### src/rtl/pll_reconfig_pkg.sv
// -----------------------------------------------------------------------------
// pll_reconfig_pkg
// Shared definitions for the multi-PLL scan-chain reconfiguration engine:
// controller state encoding, register map addresses, CTRL bit positions and
// helpers that size the image register from the scan-chain length.
// -----------------------------------------------------------------------------
package pll_reconfig_pkg;

    typedef enum logic [2:0] {
        ST_IDLE,
        ST_SHIFT,
        ST_UPDATE,
        ST_WAIT,
        ST_STROBE
    } state_e;

    localparam logic [3:0] ADDR_CTRL      = 4'd0;
    localparam logic [3:0] ADDR_DATA_BASE = 4'd1;

    localparam int CTRL_HOLD_LSB    = 0;
    localparam int CTRL_SEL_LSB     = 8;
    localparam int CTRL_START_BIT   = 16;
    localparam int CTRL_ERR_BIT     = 29;
    localparam int CTRL_TIMEOUT_BIT = 30;
    localparam int CTRL_BUSY_BIT    = 31;

    // Number of 32-bit image words needed to hold the chain.
    function automatic int calc_data_regs(input int chain_bits);
        return (chain_bits + 31) / 32;
    endfunction

    // Unused low bits of the image (below the chain field).
    function automatic int calc_pad_bits(input int chain_bits);
        return 32 * calc_data_regs(chain_bits) - chain_bits;
    endfunction

endpackage

### src/rtl/pll_reconfig_multi_if.sv
// -----------------------------------------------------------------------------
// pll_reconfig_multi_if
// Avalon-MM slave bus of the reconfiguration engine.
//   address[3:0]    word address
//   writedata[31:0] write data, byteenable[3:0] byte lanes
//   write/read/chipselect strobes
//   readdata[31:0]  combinational read data
//   waitrequest_n   always 1 (zero wait states)
// -----------------------------------------------------------------------------
interface pll_reconfig_multi_if;
    logic [3:0]  address;
    logic [31:0] writedata;
    logic [3:0]  byteenable;
    logic        write;
    logic        read;
    logic        chipselect;
    logic [31:0] readdata;
    logic        waitrequest_n;

    modport master (
        output address, writedata, byteenable, write, read, chipselect,
        input  readdata, waitrequest_n
    );

    modport slave (
        input  address, writedata, byteenable, write, read, chipselect,
        output readdata, waitrequest_n
    );
endinterface

### src/rtl/pll_scan_shifter.sv
// -----------------------------------------------------------------------------
// pll_scan_shifter
// Holds the scan-chain image. Software writes it as 32-bit words (address 1
// is the most significant word); during a shift the chain field
// image[W-1:PAD] moves right one bit per cycle and image[PAD] is the serial
// output.
//   wr_en_i/addr_i/wr_data_i/wr_be_i  word write port (caller gates on BUSY)
//   shift_i     advance the chain one bit
//   rd_data_o   word readback (0 unless readback is built in)
//   scan_bit_o  current serial bit, image[PAD]
// Build option PLL_RECONFIG_READBACK_EN: the field rotates (image intact
// after an update) and words read back; otherwise zeros shift in and reads
// return 0.
// -----------------------------------------------------------------------------
module pll_scan_shifter
    import pll_reconfig_pkg::*;
#(
    parameter int CHAIN_BITS = 144
) (
    input  logic        clk_i,
    input  logic        rst_n_i,
    input  logic        wr_en_i,
    input  logic [3:0]  addr_i,
    input  logic [31:0] wr_data_i,
    input  logic [3:0]  wr_be_i,
    input  logic        shift_i,
    output logic [31:0] rd_data_o,
    output logic        scan_bit_o
);

    localparam int DATA_REGS = calc_data_regs(CHAIN_BITS);
    localparam int W         = 32 * DATA_REGS;
    localparam int PAD       = calc_pad_bits(CHAIN_BITS);

    logic [W-1:0]          image_q, image_d;
    logic [CHAIN_BITS-1:0] field;
    logic                  feed_bit;

`ifdef PLL_RECONFIG_READBACK_EN
    assign feed_bit = image_q[PAD];
`else
    assign feed_bit = 1'b0;
`endif

    // NOTE: every combinational output gets a default before any branch, so no latch can be inferred.
    always_comb begin
        image_d = image_q;
        field   = image_q[W-1:PAD];
        if (shift_i) begin
            field                 = field >> 1;
            field[CHAIN_BITS-1]   = feed_bit;
            image_d[W-1:PAD]      = field;
        end else if (wr_en_i) begin
            for (int k = 0; k < DATA_REGS; k++) begin
                if (addr_i == ADDR_DATA_BASE + 4'(k)) begin
                    for (int b = 0; b < 4; b++) begin
                        if (wr_be_i[b]) begin
                            image_d[W - 32*(k+1) + 8*b +: 8] = wr_data_i[8*b +: 8];
                        end
                    end
                end
            end
        end
    end

    // NOTE: the image is a register file but is still reset, so a fresh start after reset shifts a known all-zero chain.
    always_ff @(posedge clk_i or negedge rst_n_i) begin
        if (!rst_n_i) begin
            image_q <= '0;
        end else begin
            image_q <= image_d;
        end
    end

    always_comb begin
        rd_data_o = '0;
`ifdef PLL_RECONFIG_READBACK_EN
        for (int k = 0; k < DATA_REGS; k++) begin
            if (addr_i == ADDR_DATA_BASE + 4'(k)) begin
                rd_data_o = image_q[W - 32*(k+1) +: 32];
            end
        end
`endif
    end

    assign scan_bit_o = image_q[PAD];

endmodule

### src/rtl/pll_reconfig_multi.sv
// -----------------------------------------------------------------------------
// pll_reconfig_multi
// Avalon-MM controlled scan-chain reconfiguration engine for up to 8 PLLs
// sharing one scan clock and data line. Software loads the image, writes
// CTRL with sel and start; the engine shifts CHAIN_BITS bits, pulses
// configupdate, waits for scandone (bounded by TIMEOUT_CYCLES) and strobes
// areset of the target PLL.
// Ports:
//   clk_i, rst_n_i    clock / async active-low reset
//   avalon_s          Avalon-MM slave (pll_reconfig_multi_if.slave)
//   areset[N]         hold_reset | one-cycle post-update strobe
//   scanclk           = clk_i
//   scanclkena[N]     high on the target PLL during the shift
//   configupdate[N]   one-cycle update pulse on the target PLL
//   scandata          shared serial data (0 outside the shift)
//   scandone[N]       per-PLL done inputs
// Build option PLL_RECONFIG_READBACK_EN: see pll_scan_shifter.
// -----------------------------------------------------------------------------
module pll_reconfig_multi
    import pll_reconfig_pkg::*;
#(
    parameter int NUM_PLL        = 2,
    parameter int CHAIN_BITS     = 144,
    parameter int TIMEOUT_CYCLES = 255
) (
    input  logic                 clk_i,
    input  logic                 rst_n_i,
    pll_reconfig_multi_if.slave  avalon_s,
    output logic [NUM_PLL-1:0]   areset,
    output logic                 scanclk,
    output logic [NUM_PLL-1:0]   scanclkena,
    output logic [NUM_PLL-1:0]   configupdate,
    output logic                 scandata,
    input  logic [NUM_PLL-1:0]   scandone
);

    localparam logic [3:0] NUM_PLL_W = 4'(NUM_PLL);

    state_e             state_q, state_d;
    logic [NUM_PLL-1:0] hold_q, hold_d;
    logic [2:0]         sel_q, sel_d, tgt_q, tgt_d;
    logic               err_q, err_d, timeout_q, timeout_d;
    logic [7:0]         bit_cnt_q, bit_cnt_d, tmo_cnt_q, tmo_cnt_d;
    logic               done_q, done_dly_q, edge_q;
    logic [NUM_PLL-1:0] tgt_oh;
    logic               wr_ctrl, start_req, busy, shift_en, scan_bit;
    logic [2:0]         start_sel;
    logic [31:0]        ctrl_rdata, data_rdata;

    assign busy    = (state_q != ST_IDLE);
    assign wr_ctrl = avalon_s.chipselect & avalon_s.write & (avalon_s.address == ADDR_CTRL);
    // Start is a write pulse acted on at the write edge; it is never stored,
    // so it reads back as 0 on the following cycle.
    assign start_req = wr_ctrl & avalon_s.byteenable[2] & avalon_s.writedata[CTRL_START_BIT];
    // A start written together with sel uses the new sel.
    assign start_sel = avalon_s.byteenable[1] ? avalon_s.writedata[CTRL_SEL_LSB +: 3] : sel_q;

    always_comb begin
        tgt_oh = '0;
        for (int i = 0; i < NUM_PLL; i++) begin
            tgt_oh[i] = (tgt_q == 3'(i));
        end
    end

    always_comb begin
        hold_d = hold_q;
        sel_d  = sel_q;
        if (wr_ctrl) begin
            if (avalon_s.byteenable[0]) hold_d = avalon_s.writedata[CTRL_HOLD_LSB +: NUM_PLL];
            if (avalon_s.byteenable[1]) sel_d  = avalon_s.writedata[CTRL_SEL_LSB +: 3];
        end
    end

    always_comb begin
        state_d   = state_q;
        tgt_d     = tgt_q;
        err_d     = err_q;
        timeout_d = timeout_q;
        bit_cnt_d = bit_cnt_q;
        tmo_cnt_d = tmo_cnt_q;
        shift_en  = 1'b0;
        case (state_q)
            ST_IDLE: begin
                if (start_req) begin
                    if ({1'b0, start_sel} < NUM_PLL_W) begin
                        err_d     = 1'b0;
                        timeout_d = 1'b0;
                        tgt_d     = start_sel;
                        bit_cnt_d = 8'(CHAIN_BITS - 1);
                        state_d   = ST_SHIFT;
                    end else begin
                        err_d = 1'b1;
                    end
                end
            end
            ST_SHIFT: begin
                shift_en = 1'b1;
                if (bit_cnt_q == 8'd0) state_d = ST_UPDATE;
                else                   bit_cnt_d = bit_cnt_q - 8'd1;
            end
            ST_UPDATE: begin
                tmo_cnt_d = 8'(TIMEOUT_CYCLES);
                state_d   = ST_WAIT;
            end
            ST_WAIT: begin
                // The scandone edge has priority over the counter expiring.
                if (edge_q) begin
                    state_d = ST_STROBE;
                end else begin
                    tmo_cnt_d = tmo_cnt_q - 8'd1;
                    if (tmo_cnt_q == 8'd1) begin
                        timeout_d = 1'b1;
                        state_d   = ST_STROBE;
                    end
                end
            end
            ST_STROBE: state_d = ST_IDLE;
            default:   state_d = ST_IDLE;
        endcase
    end

    // NOTE: sequential state uses non-blocking assignments so every flop samples pre-edge values.
    always_ff @(posedge clk_i or negedge rst_n_i) begin
        if (!rst_n_i) begin
            state_q    <= ST_IDLE;
            hold_q     <= '0;
            sel_q      <= '0;
            tgt_q      <= '0;
            err_q      <= 1'b0;
            timeout_q  <= 1'b0;
            bit_cnt_q  <= '0;
            tmo_cnt_q  <= '0;
            done_q     <= 1'b0;
            done_dly_q <= 1'b0;
            edge_q     <= 1'b0;
        end else begin
            state_q    <= state_d;
            hold_q     <= hold_d;
            sel_q      <= sel_d;
            tgt_q      <= tgt_d;
            err_q      <= err_d;
            timeout_q  <= timeout_d;
            bit_cnt_q  <= bit_cnt_d;
            tmo_cnt_q  <= tmo_cnt_d;
            // scandone of the target: register, then a registered rising edge.
            done_q     <= |(scandone & tgt_oh);
            done_dly_q <= done_q;
            edge_q     <= done_q & ~done_dly_q;
        end
    end

    pll_scan_shifter #(.CHAIN_BITS(CHAIN_BITS)) u_shifter (
        .clk_i      (clk_i),
        .rst_n_i    (rst_n_i),
        .wr_en_i    (avalon_s.chipselect & avalon_s.write & ~busy),
        .addr_i     (avalon_s.address),
        .wr_data_i  (avalon_s.writedata),
        .wr_be_i    (avalon_s.byteenable),
        .shift_i    (shift_en),
        .rd_data_o  (data_rdata),
        .scan_bit_o (scan_bit)
    );

    assign ctrl_rdata = {busy, timeout_q, err_q, 18'd0, sel_q, 8'(hold_q)};

    assign avalon_s.readdata = (avalon_s.chipselect & avalon_s.read)
                             ? ((avalon_s.address == ADDR_CTRL) ? ctrl_rdata : data_rdata)
                             : '0;
    assign avalon_s.waitrequest_n = 1'b1;

    assign scanclk      = clk_i;
    assign scanclkena   = (state_q == ST_SHIFT)  ? tgt_oh : '0;
    assign configupdate = (state_q == ST_UPDATE) ? tgt_oh : '0;
    assign areset       = hold_q | ((state_q == ST_STROBE) ? tgt_oh : '0);
    assign scandata     = (state_q == ST_SHIFT) & scan_bit;

endmodule

### src/flat_wrapper.sv
// flat-port wrapper written by rule: the top's interface ports become plain ports
module pll_reconfig_multi_flat import pll_reconfig_pkg::*;
#(
    parameter int NUM_PLL        = 2,
    parameter int CHAIN_BITS     = 144,
    parameter int TIMEOUT_CYCLES = 255
)
  (clk_i, rst_n_i, areset, scanclk, scanclkena, configupdate, scandata, scandone, avalon_s_address, avalon_s_writedata, avalon_s_byteenable, avalon_s_write, avalon_s_read, avalon_s_chipselect, avalon_s_readdata, avalon_s_waitrequest_n);
  pll_reconfig_multi_if avalon_s_i ();
  input  logic clk_i;
  input  logic rst_n_i;
  output logic [NUM_PLL-1:0] areset;
  output logic scanclk;
  output logic [NUM_PLL-1:0] scanclkena;
  output logic [NUM_PLL-1:0] configupdate;
  output logic scandata;
  input  logic [NUM_PLL-1:0] scandone;
  input wire logic [$bits(avalon_s_i.address)-1:0] avalon_s_address;
  input wire logic [$bits(avalon_s_i.writedata)-1:0] avalon_s_writedata;
  input wire logic [$bits(avalon_s_i.byteenable)-1:0] avalon_s_byteenable;
  input wire logic [$bits(avalon_s_i.write)-1:0] avalon_s_write;
  input wire logic [$bits(avalon_s_i.read)-1:0] avalon_s_read;
  input wire logic [$bits(avalon_s_i.chipselect)-1:0] avalon_s_chipselect;
  output wire logic [$bits(avalon_s_i.readdata)-1:0] avalon_s_readdata;
  output wire logic [$bits(avalon_s_i.waitrequest_n)-1:0] avalon_s_waitrequest_n;
  assign avalon_s_i.address = avalon_s_address;
  assign avalon_s_i.writedata = avalon_s_writedata;
  assign avalon_s_i.byteenable = avalon_s_byteenable;
  assign avalon_s_i.write = avalon_s_write;
  assign avalon_s_i.read = avalon_s_read;
  assign avalon_s_i.chipselect = avalon_s_chipselect;
  assign avalon_s_readdata = avalon_s_i.readdata;
  assign avalon_s_waitrequest_n = avalon_s_i.waitrequest_n;
  pll_reconfig_multi #(.NUM_PLL(NUM_PLL), .CHAIN_BITS(CHAIN_BITS), .TIMEOUT_CYCLES(TIMEOUT_CYCLES)) u_core (.clk_i(clk_i), .rst_n_i(rst_n_i), .avalon_s(avalon_s_i), .areset(areset), .scanclk(scanclk), .scanclkena(scanclkena), .configupdate(configupdate), .scandata(scandata), .scandone(scandone));
endmodule
### config.mk
export PLATFORM = sky130hd
export DESIGN_NAME = pll_reconfig_multi_flat
export DESIGN_NICKNAME = d
export VERILOG_FILES = /design/src/rtl/pll_reconfig_pkg.sv /design/src/rtl/pll_reconfig_multi_if.sv /design/src/rtl/pll_scan_shifter.sv /design/src/rtl/pll_reconfig_multi.sv /design/src/flat_wrapper.sv
export SDC_FILE = /design/constraint.sdc
export NUM_CORES = 1
export LEC_CHECK = 0
export ABC_AREA = 0
export CAP_MARGIN = 20
export CORE_AREA = 2 2 143 145
export CTS_CLUSTER_SIZE = 40
export DETAILED_ROUTE_END_ITERATION = 16
export DIE_AREA = 0 0 145 147
export PLACE_DENSITY_LB_ADDON = 0.05
export SYNTH_ARGS = -nofsm -noshare
export SYNTH_HDL_FRONTEND = slang
export SYNTH_SLANG_ARGS = --single-unit
### constraint.sdc
create_clock -name clk_i -period 2.1 [get_ports clk_i]
set_input_delay 0.42 -clock clk_i [delete_from_list [all_inputs] [get_ports clk_i]]
set_output_delay 0.42 -clock clk_i [all_outputs]
set_load 0.005 [all_outputs]
==> run_summary.xml <==
<?xml version="1.0" encoding="UTF-8"?>
<metrics>
  <group name="final_layout">
    <metric name="num_antenna_cells" unit="">0</metric>
    <metric name="layoutNonFillerInstCount" unit="">1168</metric>
    <metric name="post_route_cells_drive_above_1_share" unit="%">30.40</metric>
    <metric name="areaGrowthSynthToFinish" unit="%">30.62</metric>
    <metric name="num-nets-final" unit="">937</metric>
    <metric name="design_area_final" unit="um^2">11420</metric>
  </group>
  <group name="global_routing">
    <metric name="grt_first_pass_wirelength" unit="um">35460</metric>
    <metric name="grt_antenna_before_repair" unit="">0</metric>
    <metric name="globalRoute.totalOverflow" unit="">0</metric>
    <metric name="number_of_global_route_vias_before_repair" unit="">6523</metric>
    <metric name="global_route.usage.total" unit="%">20.85</metric>
    <metric name="grt_max_degree" unit="">58</metric>
  </group>
  <group name="die">
    <metric name="die_width" unit="um">145</metric>
    <metric name="core_area" unit="um^2">19840</metric>
    <metric name="die-area" unit="um^2">21320</metric>
    <metric name="placementRows" unit="">52</metric>
    <metric name="top_level_ports" unit="">88</metric>
    <metric name="die_height" unit="um">147</metric>
    <metric name="initial_standard_cell_utilization_of_the_core" unit="%">44.07</metric>
  </group>
  <group name="route">
    <metric name="firstDrtPassIters" unit="">5</metric>
    <metric name="routed-via-count" unit="">6513</metric>
    <metric name="wl_per_cell" unit="um">19.73</metric>
    <metric name="viasPerCell" unit="">5.576</metric>
    <metric name="drc" unit="">0</metric>
    <metric name="drt-total-wl" unit="um">23040</metric>
    <metric name="antenna_left" unit="">0</metric>
    <metric name="drt-initial-drc-count" unit="">392</metric>
  </group>
  <group name="critical_path">
    <metric name="cp.required" unit="ns">2.52</metric>
    <metric name="critical-path-slowest-cell" unit="">sky130_fd_sc_hd__dfrtp_2</metric>
    <metric name="worstSetupStartpointType" unit="">flop</metric>
    <metric name="crit_path_cell_trace" unit="">buf_6, or3_4, buf_6, nor4_4, buf_4, a31o_2, buf_12, mux2_2</metric>
    <metric name="critical-path-top-delay-family" unit="">simple AND/OR/NAND/NOR gates</metric>
    <metric name="cp.buffers_inverters" unit="">4</metric>
    <metric name="crit_path_end_kind" unit="">flop</metric>
    <metric name="crit_top_cell" unit="">sky130_fd_sc_hd__buf_6</metric>
    <metric name="slowest_delay" unit="ns">0.42</metric>
    <metric name="path_max_fanout" unit="">8</metric>
    <metric name="timing_worst_setup_path_type" unit="">flop to flop</metric>
    <metric name="crit_arrival" unit="ns">2.70</metric>
  </group>
  <group name="sta">
    <metric name="timing.final.crit_share" unit="%">108.8</metric>
    <metric name="maxClockFrequency" unit="GHz">0.4378</metric>
    <metric name="tns" unit="ns">-13.62</metric>
    <metric name="slew_violations" unit="">0</metric>
    <metric name="relSlewSlack" unit="%">61.67</metric>
    <metric name="timing.clock.skew" unit="ns">0.01490</metric>
    <metric name="final-setup-viol-count" unit="">99</metric>
    <metric name="final_period_minus_worst_setup_slack" unit="ns">2.284</metric>
    <metric name="final.hold.worst_slack" unit="ns">0.3485</metric>
    <metric name="max_slew.worst_pin.slew" unit="ns">0.5705</metric>
    <metric name="worst_slack" unit="ns">-0.1841</metric>
    <metric name="unrepaired_setup_endpoints_after_global_routing" unit="">yes</metric>
    <metric name="hold_violations" unit="">0</metric>
  </group>
  <group name="clock_network">
    <metric name="worstSkewPairLatency" unit="ns">0.55</metric>
    <metric name="tritoncts" unit="">yes</metric>
    <metric name="cts.clk_slew.worst_paths" unit="ns">0.07</metric>
  </group>
  <group name="run">
    <metric name="drv.max_cap_violation_count" unit="">0</metric>
  </group>
  <group name="outcome">
    <metric name="violations" unit="">setup timing</metric>
    <metric name="run_status" unit="">finished with violations</metric>
  </group>
  <group name="logic_synthesis">
    <metric name="synth_enable_flop_cells" unit="">0</metric>
    <metric name="yosys_warnings" unit="">0</metric>
    <metric name="syn_avg_cell_area" unit="um^2">11.31</metric>
    <metric name="postSynth.asyncResetShare" unit="%">100.0</metric>
    <metric name="yosysUniqueCellTypes" unit="">52</metric>
    <metric name="yosysSeqAreaShare" unit="%">50.36</metric>
    <metric name="ys.flop_type" unit="">sky130_fd_sc_hd__dfrtp_1</metric>
    <metric name="synthCells" unit="">773</metric>
    <metric name="syn_area" unit="um^2">8745</metric>
    <metric name="flops_latches_synth" unit="">176</metric>
  </group>
  <group name="placed_design">
    <metric name="place.detailed.hpwl" unit="um">14250</metric>
    <metric name="port_buffers" unit="">62</metric>
    <metric name="routabilityCongestion" unit="">0.8020</metric>
    <metric name="place_inst" unit="">1105</metric>
    <metric name="placedInstanceArea" unit="um^2">9992</metric>
  </group>
  <group name="pwr">
    <metric name="totalPowerFinal" unit="mW">7.429</metric>
    <metric name="vdd_ir_drop_max" unit="uV">514.7</metric>
    <metric name="pwr_density_cell" unit="nW/um^2">650.4</metric>
    <metric name="leakage" unit="nW">5.528</metric>
  </group>
  <group name="min_path">
    <metric name="hold_path.class" unit="">input pin to asynchronous set/reset pin</metric>
  </group>
</metrics>
[metrics by stage]
stage,utilization (%),setup WS [ns]
floorplan,-,0.04370
global placement,50.35,-0.5739
detailed placement,50.35,-0.6188
CTS,55.27,-0.1894
global route,57.56,-0.2517
finish,57.56,-0.1841
[area by class of cell]
cell class                 count  area [um^2]
clock inverter                12        171.4
clock buffer                  23        526.8
inverter                       8        30.03
tap                          270        337.8
timing repair buffer         158         1665
sequential                   176         4405
multi-input combinational    521         4285
fill                        1679         8422
[repair_timing]
item / in CTS / in global routing
cloned: 0 / 7
hold endpoints to repair: 35 / 0
pin swaps: 15 / 8
buffers inserted: 14 / 7
gates resized for setup: 110 / 64
hold buffers: 1 / 0
setup endpoints to repair: 18 / 143
[cells in the mapped netlist, types with 3 or more instances]
cell type	instances	share of area, %
sky130_fd_sc_hd__and3_1	4	0.29
sky130_fd_sc_hd__a22oi_1	31	2.7
sky130_fd_sc_hd__nand2_1	61	2.6
sky130_fd_sc_hd__a31oi_1	3	0.21
sky130_fd_sc_hd__a21o_1	3	0.26
sky130_fd_sc_hd__nand3_1	12	0.69
sky130_fd_sc_hd__dfrtp_1	176	50
sky130_fd_sc_hd__ha_1	4	0.57
sky130_fd_sc_hd__inv_1	8	0.34
sky130_fd_sc_hd__nor2_1	13	0.56
sky130_fd_sc_hd__a21oi_1	9	0.52
sky130_fd_sc_hd__buf_4	36	3.1
sky130_fd_sc_hd__a31o_2	10	1.0
sky130_fd_sc_hd__buf_2	14	0.80
sky130_fd_sc_hd__or3_1	5	0.36
sky130_fd_sc_hd__and2_1	17	1.2
sky130_fd_sc_hd__o21a_1	3	0.26
sky130_fd_sc_hd__nor3b_1	3	0.26
sky130_fd_sc_hd__a22o_1	91	9.1
sky130_fd_sc_hd__mux2_2	83	11
sky130_fd_sc_hd__clkbuf_1	39	1.7
sky130_fd_sc_hd__mux2i_1	4	0.46
sky130_fd_sc_hd__mux2_1	16	2.1
sky130_fd_sc_hd__a41o_1	4	0.46
sky130_fd_sc_hd__o21ai_0	56	3.2
sky130_fd_sc_hd__a41oi_1	6	0.60
sky130_fd_sc_hd__a32oi_1	16	1.6
sky130_fd_sc_hd__nor3_1	6	0.34
sky130_fd_sc_hd__nand4_1	3	0.21
sky130_fd_sc_hd__nor2b_1	6	0.43
[flip-flops by register name, indices dropped and copies added (netlist names), 2 cells and up]
register                  flops
u_core.bit_cnt_q              8
u_core.tgt_q                  3
u_core.tmo_cnt_q              8
u_core.state_q                3
u_core.hold_q                 2
u_core.u_shifter.image_q    144
u_core.sel_q                  3
[layout by cell type (no fill, tap or decap), types with 4 or more instances in the layout]
cell	count
sky130_fd_sc_hd__o21ai_1	10
sky130_fd_sc_hd__nand2_1	61
sky130_fd_sc_hd__a22oi_1	31
sky130_fd_sc_hd__dlygate4sd2_1	10
sky130_fd_sc_hd__ha_1	4
sky130_fd_sc_hd__buf_2	6
sky130_fd_sc_hd__a41o_1	4
sky130_fd_sc_hd__clkdlybuf4s50_1	39
sky130_fd_sc_hd__a32oi_1	15
sky130_fd_sc_hd__buf_4	61
sky130_fd_sc_hd__a22o_1	91
sky130_fd_sc_hd__dfrtp_1	175
sky130_fd_sc_hd__a31o_4	7
sky130_fd_sc_hd__mux2i_1	4
sky130_fd_sc_hd__a21oi_1	9
sky130_fd_sc_hd__or3_1	5
sky130_fd_sc_hd__mux2_2	36
sky130_fd_sc_hd__inv_1	8
sky130_fd_sc_hd__nand3_1	12
sky130_fd_sc_hd__conb_1	25
sky130_fd_sc_hd__and2_1	14
sky130_fd_sc_hd__clkbuf_16	27
sky130_fd_sc_hd__o21ai_0	46
sky130_fd_sc_hd__nor2b_1	5
sky130_fd_sc_hd__buf_6	17
sky130_fd_sc_hd__buf_12	12
sky130_fd_sc_hd__mux2_4	63
sky130_fd_sc_hd__nor3_1	5
sky130_fd_sc_hd__inv_6	5
sky130_fd_sc_hd__a41oi_1	6
sky130_fd_sc_hd__nor2_1	10
[report_power, final]
part / internal, mW / switching (mW)
clock network: 2.19 / 1.48
logic: 0.139 / 0.199
registers: 3.41 / 0.0142
total: 5.74 / 1.69
[worst register-to-register path, stage by stage, from the launching register on]
cell and delay (ns):
sky130_fd_sc_hd__dfrtp_2 0.42, sky130_fd_sc_hd__buf_6 0.12, sky130_fd_sc_hd__or3_4 0.35, sky130_fd_sc_hd__buf_6 0.13
sky130_fd_sc_hd__nor4_4 0.27, sky130_fd_sc_hd__buf_4 0.20, sky130_fd_sc_hd__a31o_2 0.19, sky130_fd_sc_hd__buf_12 0.13
sky130_fd_sc_hd__mux2_2 0.33
[metal layers]
metal  GRT usage [%]  up-vias  wire length (um)
li1                -     3067                 -
met1           28.75     3285             10790
met2           33.90      142             11140
met3           4.224       19               874
met4           5.446        0               233
met5               0        -                 0
[cell families after synthesis]
kind of cell               after synthesis  share of synthesized area, %
muxes                                  103                         13.21
and+or+nand+nor                        146                         8.614
DFF                                    176                         50.36
xor gates and xnor gates                 4                        0.4007
AOI/OAI and AO/OA                      239                         20.59
buffers and inverters                   99                         6.167
other                                    2                       0.08588
adders and majority gates                4                        0.5724
[final timing paths]
| path | cells past startpoint | slack [ns] | endpoint | start |
|---|---|---|---|---|
| max | 8 | -0.18 | u_core.u_shifter.image_q[112]$_DFFE_PN0P_ | u_core.state_q[2]$_DFFE_PN0P_ |
| min | 2 | 0.35 | u_core.u_shifter.image_q[43]$_DFFE_PN0P_ | rst_n_i |
| max reg2reg | 8 | -0.18 | u_core.u_shifter.image_q[112]$_DFFE_PN0P_ | u_core.state_q[2]$_DFFE_PN0P_ |
| min reg2reg | 0 | 0.38 | u_core.done_dly_q$_DFF_PN0_ | u_core.done_q$_DFF_PN0_ |
| max in group asynchronous | 3 | 1.10 | u_core.u_shifter.image_q[132]$_DFFE_PN0P_ | rst_n_i |
| min in group clk_i | 0 | 0.38 | u_core.done_dly_q$_DFF_PN0_ | u_core.done_q$_DFF_PN0_ |
No activity file was read; power rests on OpenSTA's default activity.
